==> config.mk <==
export PLATFORM = sky130hd
export DESIGN_NAME = fb_swap_scheduler
export DESIGN_NICKNAME = d
export VERILOG_FILES = /design/src/rtl/fb_sched_pkg.sv /design/src/rtl/sat_counter.sv /design/src/rtl/fb_swap_scheduler.sv
export SDC_FILE = /design/constraint.sdc
export NUM_CORES = 1
export LEC_CHECK = 0
export ABC_CLOCK_PERIOD_IN_PS = 2300
export CAP_MARGIN = 20
export CORE_AREA = 2 2 86 88
export CTS_CLUSTER_DIAMETER = 200
export DETAILED_ROUTE_END_ITERATION = 7
export DIE_AREA = 0 0 88 90
export PLACE_DENSITY = 0.81
export SKIP_CTS_REPAIR_TIMING = 1
export SLEW_MARGIN = 10
export SYNTH_ARGS = -nofsm -noshare
export SYNTH_HDL_FRONTEND = slang
export SYNTH_SLANG_ARGS = --single-unit
==> constraint.sdc <==
create_clock -name clk -period 2.3 [get_ports clk]
set_clock_uncertainty 0.05 [all_clocks]
set_input_delay 0.46 -clock clk [delete_from_list [all_inputs] [get_ports clk]]
set_output_delay 0.46 -clock clk [all_outputs]
set_load 0.1 [all_outputs]
==> src/rtl/fb_sched_pkg.sv <==
// Shared types and default widths for the frame buffer swap scheduler.
package fb_sched_pkg;

   typedef enum logic [1:0] {
      ST_IDLE  = 2'd0,
      ST_SWAP  = 2'd1,
      ST_PAINT = 2'd2,
      ST_DONE  = 2'd3
   } sched_state_e;

   localparam int FB_ADDR_BITS = 14;
   localparam int FB_DATA_BITS = 32;

endpackage

==> src/rtl/sat_counter.sv <==
// Up-counter that sticks at all-ones instead of wrapping.
module sat_counter #(
   parameter int WIDTH = 10
) (
   input  logic             clk,
   input  logic             ext_reset,
   input  logic             inc,
   output logic [WIDTH-1:0] count
);

   logic [WIDTH-1:0] count_q;
   logic [WIDTH-1:0] count_d;

   always_comb begin
      count_d = count_q;
      if (inc && (count_q != {WIDTH{1'b1}}))
         count_d = count_q + WIDTH'(1);
   end

   always_ff @(posedge clk or negedge ext_reset) begin
      if (!ext_reset)
         count_q <= '0;
      else
         count_q <= count_d;
   end

   assign count = count_q;

endmodule

==> src/rtl/fb_swap_scheduler.sv <==
// Double-buffer scheduler: flips frame_toggle on scanner frame start once the
// painter is finished, and registers painter writes into the back buffer.
//
//   state    | meaning
//   ---------+-------------------------------------------------
//   ST_IDLE  | after reset, waiting for the first frame_start
//   ST_SWAP  | one-cycle buffer flip, painter restart queued
//   ST_PAINT | painter rendering, writes accepted
//   ST_DONE  | painter finished, waiting for frame_start
module fb_swap_scheduler
   import fb_sched_pkg::*;
#(
   parameter int ADDR_BITS = FB_ADDR_BITS,
   parameter int DATA_BITS = FB_DATA_BITS,
   parameter int CNT_BITS  = 10
) (
   input  logic                 clk,
   input  logic                 ext_reset,
   input  logic                 frame_start,
   output logic                 painter_start,
   input  logic                 painter_done,
   input  logic                 pix_valid,
   output logic                 pix_ready,
   input  logic [ADDR_BITS-1:0] pix_addr,
   input  logic [DATA_BITS-1:0] pix_data,
   output logic                 fb_write_enable,
   output logic [ADDR_BITS-1:0] fb_write_addr,
   output logic [DATA_BITS-1:0] fb_data_in,
   output logic                 frame_toggle,
   output logic [CNT_BITS-1:0]  frame_count,
   output logic [CNT_BITS-1:0]  overrun_count
);

   sched_state_e         state_q, state_d;
   logic                 frame_toggle_q, frame_toggle_d;
   logic                 painter_start_q, painter_start_d;
   logic [CNT_BITS-1:0]  frame_count_q, frame_count_d;
   logic                 fb_we_q, fb_we_d;
   logic [ADDR_BITS-1:0] fb_addr_q, fb_addr_d;
   logic [DATA_BITS-1:0] fb_data_q, fb_data_d;
   logic                 overrun_inc;
   logic                 accept;

   assign pix_ready = (state_q == ST_PAINT);
   assign accept    = pix_valid && pix_ready;

   always_comb begin
      state_d         = state_q;
      frame_toggle_d  = frame_toggle_q;
      frame_count_d   = frame_count_q;
      painter_start_d = 1'b0;
      overrun_inc     = 1'b0;
      case (state_q)
         ST_IDLE, ST_DONE: begin
            if (frame_start)
               state_d = ST_SWAP;
         end
         ST_SWAP: begin
            frame_toggle_d  = ~frame_toggle_q;
            frame_count_d   = frame_count_q + CNT_BITS'(1);
            painter_start_d = 1'b1;
            state_d         = ST_PAINT;
         end
         ST_PAINT: begin
            // A done pulse coinciding with frame_start still makes this frame.
            if (painter_done)
               state_d = frame_start ? ST_SWAP : ST_DONE;
            else if (frame_start)
               overrun_inc = 1'b1;
         end
         default: state_d = ST_IDLE;
      endcase
   end

   always_comb begin
      fb_we_d   = accept;
      fb_addr_d = fb_addr_q;
      fb_data_d = fb_data_q;
      if (accept) begin
         fb_addr_d = pix_addr;
         fb_data_d = pix_data;
      end
   end

   always_ff @(posedge clk or negedge ext_reset) begin
      if (!ext_reset) begin
         state_q         <= ST_IDLE;
         frame_toggle_q  <= 1'b0;
         frame_count_q   <= '0;
         painter_start_q <= 1'b0;
         fb_we_q         <= 1'b0;
         fb_addr_q       <= '0;
         fb_data_q       <= '0;
      end else begin
         state_q         <= state_d;
         frame_toggle_q  <= frame_toggle_d;
         frame_count_q   <= frame_count_d;
         painter_start_q <= painter_start_d;
         fb_we_q         <= fb_we_d;
         fb_addr_q       <= fb_addr_d;
         fb_data_q       <= fb_data_d;
      end
   end

   sat_counter #(
      .WIDTH (CNT_BITS)
   ) u_overrun_cnt (
      .clk       (clk),
      .ext_reset (ext_reset),
      .inc       (overrun_inc),
      .count     (overrun_count)
   );

   assign painter_start   = painter_start_q;
   assign frame_toggle    = frame_toggle_q;
   assign frame_count     = frame_count_q;
   assign fb_write_enable = fb_we_q;
   assign fb_write_addr   = fb_addr_q;
   assign fb_data_in      = fb_data_q;

endmodule

==> results.tsv, run 1 <==
metric	value	unit
Skew-Pair Late Insertion Delay	0.33	ns
vias in the first global route	2059	
CP delay by family, top	flip-flops	
total core area	7020	µm²
MaxCap Viol Count	0	
sequential area share after synthesis	0.626	
CP Buf/Inv Count	2	
failing checks	hold timing	
First DRT Iteration DRCs	61	
Die Y	90	µm
period utilization	0.768	
Relative slew margins	0.714	
hold_ws	-0.00230	ns
crit path cell chain	inv_1 -> ha_2 -> buf_12	
Diodes inserted	0	
nature of the critical path startpoint	flip-flop	
row count	31	
initial antenna violation count	0	
I/O pin cnt	121	
Max clock buf depth	2	
Slew @ Worst Pin	0.429	ns
GP Congestion	0.751	
Pins Over Slew Limit	0	
Vias	1984	
met1 Track Usage GR	0.188	
Final Hold Viols	1	
drt total wl	5950	µm
largest net degree at the start of global routing	41	
mean number of vias per cell	4.65	
grt peak-use layer	met2	
Root Driver	clkbuf_8	
Mapped Area	2840	µm²
CTS clk-pin slew, worst paths	0.08	ns
Worst Path Required	1.79	ns
CP arrival	1.26	ns
Yosys reg bits	71	
Critical R2R Launch	state_q[0]	
clock tree from TritonCTS	yes	
Net Count, Synth	251	
Worst path max stage delay	0.42	ns
Initial Util	0.404	
layout cells sized above 1	0.436	
Avg Cell Area, Syn	14.6	µm²
worst setup path start	state_q[0]	
depth of the CTS H-tree	3	
Max Freq	0.566	GHz
final cell area excluding filler cells	4210	µm²
DP HPWL	4340	µm
Yosys cell types	24	
Hold WC Path Type	in -> async	
Worst path slowest cell	dfrtp_1	
Area growth syn-to-layout	48.2	%
All-Layer GR Usage	0.153	
CTS Buf Count	9	
CP endpoint kind	output pin	
YS warnings	0	
setup TNS	0	ns
Setup CP Type	reg -> out	
post-route ant nets	0	
GR met3 Demand/Resource	0.0432	
Final #Nets	379	
Gate Count Post-Synth	195	
Clock Sinks	71	
met2 GRT Util	0.245	
die width	88	µm
fin crit period	1.77	ns
DRC Markers	0	
first-pass GRT wire length	9320	µm
placed inst area	4010	µm²
drt first pass iters	4	
unrepaired setup endpoints after global routing	false	
total congestion overflow	0	
drt wl/cell	13.9	µm
CP Max Fanout	5	
outcome	complete, but fails checks	
setup violators final	0	
Die ar.	7920	µm²
PortBufs	120	
==> metrics by stage <==
| stage | utilization | setup WS [ns] | instances | hold slack [ns] |
|---|---|---|---|---|
| after floorplan | - | 0.0235 | 195 | 0.114 |
| final | 0.599 | 0.534 | 427 | -0.00230 |
| after global routing | 0.599 | 0.447 | 427 | 0.00948 |
| after global placement | 0.571 | 0.446 | 411 | 0.376 |
| after CTS | 0.599 | 0.504 | 427 | -0.00225 |
| after detailed placement | 0.571 | 0.416 | 411 | 0.376 |
==> synthesized netlist by cell type <==
cell type | number | share of area
dfrtp_1 | 71 | 0.63
mux2_2 | 47 | 0.19
nand2_1 | 9 | 0.012
xnor2_1 | 9 | 0.028
xor2_1 | 8 | 0.025
nand3_1 | 7 | 0.012
buf_2 | 6 | 0.011
and3_1 | 5 | 0.011
ha_1 | 5 | 0.022
inv_1 | 5 | 0.0066
a21oi_1 | 4 | 0.0071
nor3_1 | 4 | 0.0071
o21ai_0 | 3 | 0.0053
nand4_1 | 2 | 0.0044
a31oi_1 | 1 | 0.0022
and3b_1 | 1 | 0.0031
and3b_2 | 1 | 0.0035
and4_2 | 1 | 0.0035
and4b_1 | 1 | 0.0035
mux2_4 | 1 | 0.0053
nand2b_1 | 1 | 0.0022
nand4_2 | 1 | 0.0044
nor2_1 | 1 | 0.0013
o31ai_4 | 1 | 0.0075
==> path summary, 6_finish.rpt <==
| check | endpoint | slack (ns) | cells after the start |
|---|---|---|---|
| max reg2reg | u_overrun_cnt.count[5] | 0.63 | 6 |
| max | pix_ready | 0.53 | 3 |
| min reg2reg | frame_toggle | 0.41 | 1 |
| max in group asynchronous | fb_data_in[10] | 1.63 | 2 |
| min | fb_data_in[19] | -0.002 | 1 |
| min in group clk | frame_toggle | 0.41 | 1 |
==> placed cells by master (no fill, tap or decap), types with 2 or more instances in the layout <==
master,count
buf_4,72
dfrtp_1,71
clkdlybuf4s50_1,49
mux2_2,47
clkbuf_8,10
xnor2_1,9
nand2_1,8
xor2_1,8
nand3_1,7
inv_1,5
and3_1,5
a21oi_1,4
nor3_1,4
ha_1,4
o21ai_0,3
clkinvlp_4,3
nand4_1,2
buf_12,2
==> cell type report <==
type | count | area, µm²
clock buffer | 11 | 141
clock inverter | 5 | 57.6
fill | 578 | 2810
inverter | 5 | 18.8
multi-input combinational | 113 | 1020
sequential | 71 | 1780
tap | 99 | 124
timing repair buffer | 123 | 1070
==> flip-flops by register name, summed over array words and instances, names as in the netlist <==
name                 flops
state_q                  2
painter_start            1
fb_write_enable          1
fb_data_in              32
frame_count             10
frame_toggle             1
u_overrun_cnt.count     10
fb_write_addr           14
==> metal layers <==
metal,wire [µm],vias up
met5,0,-
met4,91,0
met3,432,11
met2,2900,86
met1,2530,952
li1,-,935
==> logic make-up after synthesis <==
kind of cell	synth area share
AOI/OAI and AO/OA	0.0220
xor gates and xnor gates	0.0525
adders and majority gates	0.0220
buffers and inverters	0.0172
DFF	0.626
muxes	0.192
and+or+nand+nor	0.0683
Power of run 1 is left out: the tool's default activity adds up to more than one toggle a clock period on the data nets, which glitch-free logic cannot reach.
==> inputs of run 2 (changes only) <==
--- a/config.mk
+++ b/config.mk
@@ -5,13 +5,13 @@
 export SDC_FILE = /design/constraint.sdc
 export NUM_CORES = 1
 export LEC_CHECK = 0
-export ABC_CLOCK_PERIOD_IN_PS = 2300
+export ABC_CLOCK_PERIOD_IN_PS = 1400
 export CAP_MARGIN = 20
-export CORE_AREA = 2 2 86 88
+export CORE_AREA = 2 2 90 92
 export CTS_CLUSTER_DIAMETER = 200
 export DETAILED_ROUTE_END_ITERATION = 7
-export DIE_AREA = 0 0 88 90
-export PLACE_DENSITY = 0.81
+export DIE_AREA = 0 0 92 94
+export PLACE_DENSITY = 0.78
 export SKIP_CTS_REPAIR_TIMING = 1
 export SLEW_MARGIN = 10
 export SYNTH_ARGS = -nofsm -noshare
==> constraint.sdc (replaced) <==
create_clock -name clk -period 1.4 [get_ports clk]
set_clock_uncertainty 0.05 [all_clocks]
set_input_delay 0.28 -clock clk [delete_from_list [all_inputs] [get_ports clk]]
set_output_delay 0.28 -clock clk [all_outputs]
set_load 0.1 [all_outputs]
==> results.tsv, run 2 (synthesis gave the netlist of run 1 again) <==
metric	value	unit	change
max reg flops	32		unchanged
Slew @ Worst Pin	0.456	ns	+0.0269 ns
commonest non-fill, non-tap cell in the layout	buf_12		
PortBufs	120		unchanged
Worst path slowest cell	dfrtp_1		
failing checks	setup timing		
commonest non-fill, non-tap cells in the layout	buf_12 (73), dfrtp_1 (51), clkdlybuf4s50_1 (49)		
Area growth syn-to-layout	101	%	
Critical R2R Launch	state_q[0]		
GP Congestion	0.810		+7.9%
Worst R2R End	u_overrun_cnt.count[7]		
Skew-Pair Late Insertion Delay	0.33	ns	about the same
total core area	7610	µm²	+8.4%
CP Buf/Inv Count	1		-1
Clock Sinks	71		unchanged
die width	92	µm	+4.5%
CP endpoint kind	flip-flop		
CP Max Fanout	7		+2
vias in the first global route	2268		+10%
initial antenna violation count	0		unchanged
MaxCap Viol Count	0		unchanged
drt first pass iters	5		+1
All-Layer GR Usage	0.161		+0.00884
Relative slew margins	0.696		-0.0180
depth of the CTS H-tree	3		unchanged
PnR worst setup slack	-0.194	ns	-0.728 ns
largest net degree at the start of global routing	72		+76%
row count	32		+3.2%
nature of the critical path startpoint	flip-flop		
first-pass GRT wire length	11000	µm	+18%
crit path cell chain	inv_2 -> ha_4 -> and3b_2 -> o31ai_4 -> nor3_1 -> xor2_1		
Initial Util	0.373		-0.0312
First DRT Iteration DRCs	73		+20%
Layout Utilization	0.749		+0.149
CTS clk-pin slew, worst paths	0.08	ns	about the same
WP depth	6		+3
CTS Buf Count	9		unchanged
Worst Path Required	1.60	ns	-0.19 ns
clock tree from TritonCTS	yes		
Root Driver	clkbuf_8		
DRC Markers	0		unchanged
R2R Setup Slk	-0.19	ns	-0.82 ns
CP arrival	1.79	ns	+0.53 ns
Die Y	94	µm	+4.4%
total congestion overflow	0		unchanged
period utilization	1.14		
CP delay by family, top	simple AND/OR/NAND/NOR gates		
outcome	complete, but fails checks		
post-route ant nets	0		unchanged
drt wl/cell	16.2	µm	+16%
Final #Nets	416		+9.8%
layout cells sized above 1	0.581		+0.145
Final Hold Viols	0		-1
Hold WC Path Type	in -> async		
Diodes inserted	0		unchanged
Max clock buf depth	2		unchanged
Setup CP Type	reg -> reg		
drt total wl	7540	µm	+27%
Worst path max stage delay	0.40	ns	-0.02 ns
mean number of vias per cell	4.73		+1.8%
DP HPWL	5190	µm	+20%
Vias	2208		+11%
fin crit period	1.59	ns	
I/O pin cnt	121		unchanged
unrepaired setup endpoints after global routing	true		
setup violators final	66		+66
Die ar.	8650	µm²	+9.2%
Pins Over Slew Limit	0		unchanged
Max Freq	0.627	GHz	
worst r2r path cells	6		unchanged
run 2: cell count changes in the layout (fill, tap and decap cells not counted), sizes merged:
cell	change
buf	+34
bufinv	+1
clkbuf	+3
clkinv	+1
clkinvlp	-3
dlygate4sd3	+1
run 2: layer usage:
layer / up-vias / wire length (µm) / track usage
met5: - / 0 / 0
met4: 0 / 113 / 0.0572
met3: 13 / 481 / 0.0409
met2: 90 / 3900 / 0.279
met1: 1099 / 3050 / 0.196
li1: 1006 / - / -
run 2: tightest hold or removal path: cells and delay by family:
family,cells,cell delay [ns]
buffers and inverters,3,0.98
run 2: per-stage QoR:
stage / hold WS [ns] / std cells / TNS (ns) / setup WS, ns / area [µm²]
after floorplan: -0.0656 / 195 / -13.56 / -0.305 / 2950
after detailed placement: 0.288 / 436 / -11.02 / -0.327 / 5140
after global routing: 0.479 / 467 / -9.81 / -0.310 / 5690
final: 0.456 / 467 / -6.89 / -0.194 / 5690
after CTS: -0.0790 / 452 / -5.39 / -0.195 / 5360
after global placement: 0.286 / 436 / -10.36 / -0.246 / 5140
run 2: layout make-up:
| cell class | instances | area [µm²] |
|---|---|---|
| Clock inverter | 4 | 70.1 |
| Sequential cell | 71 | 1840 |
| Inverter | 5 | 18.8 |
| Multi-Input combinational cell | 113 | 1170 |
| Timing Repair Buffer | 160 | 2330 |
| Fill cell | 470 | 1910 |
| Clock buffer | 12 | 145 |
| Tap cell | 102 | 128 |
run 2: how the worst max path moves through the flow:
| stage | start | end | slack (ns) |
|---|---|---|---|
| 4_1_cts | state_q[1] | pix_ready | -0.19 |
| 3_3_place_gp | frame_start | u_overrun_cnt.count[5] | -0.25 |
| 6_report | state_q[0] | u_overrun_cnt.count[7] | -0.19 |
| 2_1_floorplan | state_q[0] | u_overrun_cnt.count[4] | -0.31 |
| 5_1_grt | state_q[0] | u_overrun_cnt.count[7] | -0.31 |
| 3_5_place_dp | frame_start | u_overrun_cnt.count[9] | -0.33 |
Power of run 2 is left out for the same reason.
==> inputs of run 3 (changes only) <==
--- a/config.mk
+++ b/config.mk
@@ -5,7 +5,7 @@
 export SDC_FILE = /design/constraint.sdc
 export NUM_CORES = 1
 export LEC_CHECK = 0
-export ABC_CLOCK_PERIOD_IN_PS = 1400
+export ABC_CLOCK_PERIOD_IN_PS = 1450
 export CAP_MARGIN = 20
 export CORE_AREA = 2 2 90 92
 export CTS_CLUSTER_DIAMETER = 200
==> constraint.sdc (replaced) <==
create_clock -name clk -period 1.45 [get_ports clk]
set_clock_uncertainty 0.05 [all_clocks]
set_input_delay 0.29 -clock clk [delete_from_list [all_inputs] [get_ports clk]]
set_output_delay 0.29 -clock clk [all_outputs]
set_load 0.1 [all_outputs]
==> results.tsv, run 3 (synthesis gave the netlist of run 1 again) <==
metric	value	unit	change
Hold WC Path Type	in -> async		
CP endpoint kind	output pin		
MaxCap Viol Count	0		unchanged
PortBufs	120		unchanged
I/O pin cnt	121		unchanged
met1 Track Usage GR	0.199		+0.00283
fin crit period	1.56	ns	
Vias	2166		-1.9%
drt wl/cell	16.0	µm	-1.0%
CP arrival	1.22	ns	-0.57 ns
first-pass GRT wire length	10800	µm	-1.3%
CP Buf/Inv Count	2		+1
Worst path max stage delay	0.42	ns	+0.02 ns
Max Freq	0.641	GHz	
area of the multi-input gates	1140	µm²	-2.7%
Die Y	94	µm	unchanged
commonest non-fill, non-tap cell in the layout	buf_12		
DP HPWL	5150	µm	-0.80%
CP delay by family, top	flip-flops		
depth of the CTS H-tree	3		unchanged
Worst Path Required	1.11	ns	-0.49 ns
failing checks	setup timing		
worst r2r path cells	4		-2
Filler cells	476		+1.3%
total core area	7610	µm²	unchanged
die width	92	µm	unchanged
hold_ws	0.463	ns	+0.00686 ns
CP Max Fanout	3		-4
largest net degree at the start of global routing	72		unchanged
max reg flops	32		unchanged
drt total wl	7420	µm	-1.6%
drt first pass iters	4		-1
Pins Over Slew Limit	0		unchanged
pre-CTS setup slack	-0.262	ns	+0.0650 ns
initial antenna violation count	0		unchanged
Max clock buf depth	2		unchanged
Skew-Pair Late Insertion Delay	0.33	ns	about the same
Relative slew margins	0.698		+0.00149
Setup CP Type	reg -> out		
outcome	complete, but fails checks		
All-Layer GR Usage	0.162		+0.000753
mean number of vias per cell	4.67		-1.3%
row count	32		unchanged
Die ar.	8650	µm²	unchanged
vias in the first global route	2242		-1.1%
Area growth syn-to-layout	97.2	%	
CTS clk-pin slew, worst paths	0.08	ns	about the same
unrepaired setup endpoints after global routing	true		
Diodes inserted	0		unchanged
Critical R2R Launch	u_overrun_cnt.count[1]		
period utilization	1.08		
grt peak-use layer	met2		
Final Hold Viols	0		unchanged
post-route ant nets	0		unchanged
Final #Nets	413		-0.72%
register area	1840	µm²	about the same
Root Driver	clkbuf_8		
R2R Setup Slk	-0.09	ns	+0.10 ns
total congestion overflow	0		unchanged
PnR worst setup slack	-0.109	ns	+0.0845 ns
setup violators final	60		-9.1%
Worst R2R End	u_overrun_cnt.count[1]		
nature of the critical path startpoint	flip-flop		
GR met3 Demand/Resource	0.0482		+0.00722
clock tree from TritonCTS	yes		
CTS Buf Count	9		unchanged
First DRT Iteration DRCs	33		-55%
commonest non-fill, non-tap cells in the layout	buf_12 (73), dfrtp_1 (52), clkdlybuf4s50_1 (49)		
met2 GRT Util	0.271		-0.00797
Worst path slowest cell	dfrtp_1		
crit path cell chain	ha_4 -> buf_6 -> buf_12		
Clock Sinks	71		unchanged
Slew @ Worst Pin	0.453	ns	-0.00223 ns
DRC Markers	0		unchanged
GP Congestion	0.751		-7.3%
Initial Util	0.373		unchanged
layout cells sized above 1	0.591		+0.0103
==> run 3: cell types whose count changed in the layout (fill, tap and decap cells not counted), sizes merged <==
cell,change
clkinvlp,+1
clkbuf,-2
inv,+1
buf,-2
bufinv,-1
==> run 3: per-layer routing <==
layer | up-vias | share of wire
met3 | 20 | 0.062
met1 | 1052 | 0.40
li1 | 1000 | -
met4 | 0 | 0.021
met5 | - | 0
met2 | 94 | 0.52
==> run 3: final cells by class <==
type,count,share of cell area
Timing Repair Buffer,157,0.407
Sequential cell,71,0.328
Multi-Input combinational cell,113,0.203
Clock buffer,11,0.0253
Tap cell,102,0.0228
Clock inverter,5,0.0101
Inverter,5,0.00380
==> run 3: worst max-delay path by stage <==
stage / depth (start not counted) / endpoint / slack, ns / startpoint
finish: 3 / pix_ready / -0.11 / state_q[1]
global route: 4 / pix_ready / -0.17 / state_q[0]
CTS: 3 / pix_ready / -0.15 / state_q[1]
detailed placement: 5 / u_overrun_cnt.count[5] / -0.26 / frame_start
global placement: 5 / u_overrun_cnt.count[5] / -0.20 / frame_start
floorplan: 6 / u_overrun_cnt.count[4] / -0.26 / state_q[0]
==> run 3: worst reg2reg max path, cell delays in order, from the launching register on <==
cell	delay, ns
dfrtp_4	0.44
ha_4	0.16
nand2_4	0.06
o31ai_4	0.39
mux2_4	0.34
==> run 3: stage by stage <==
stage,cell area (µm²),util,cells,setup TNS [ns]
after floorplan,2950,-,195,-10.63
final,5600,0.736,464,-1.23
after global routing,5600,0.736,464,-5.16
after detailed placement,5120,0.673,431,-8.01
after global placement,5120,0.673,431,-7.35
after CTS,5320,0.699,447,-1.76
Power of run 3 is left out for the same reason.
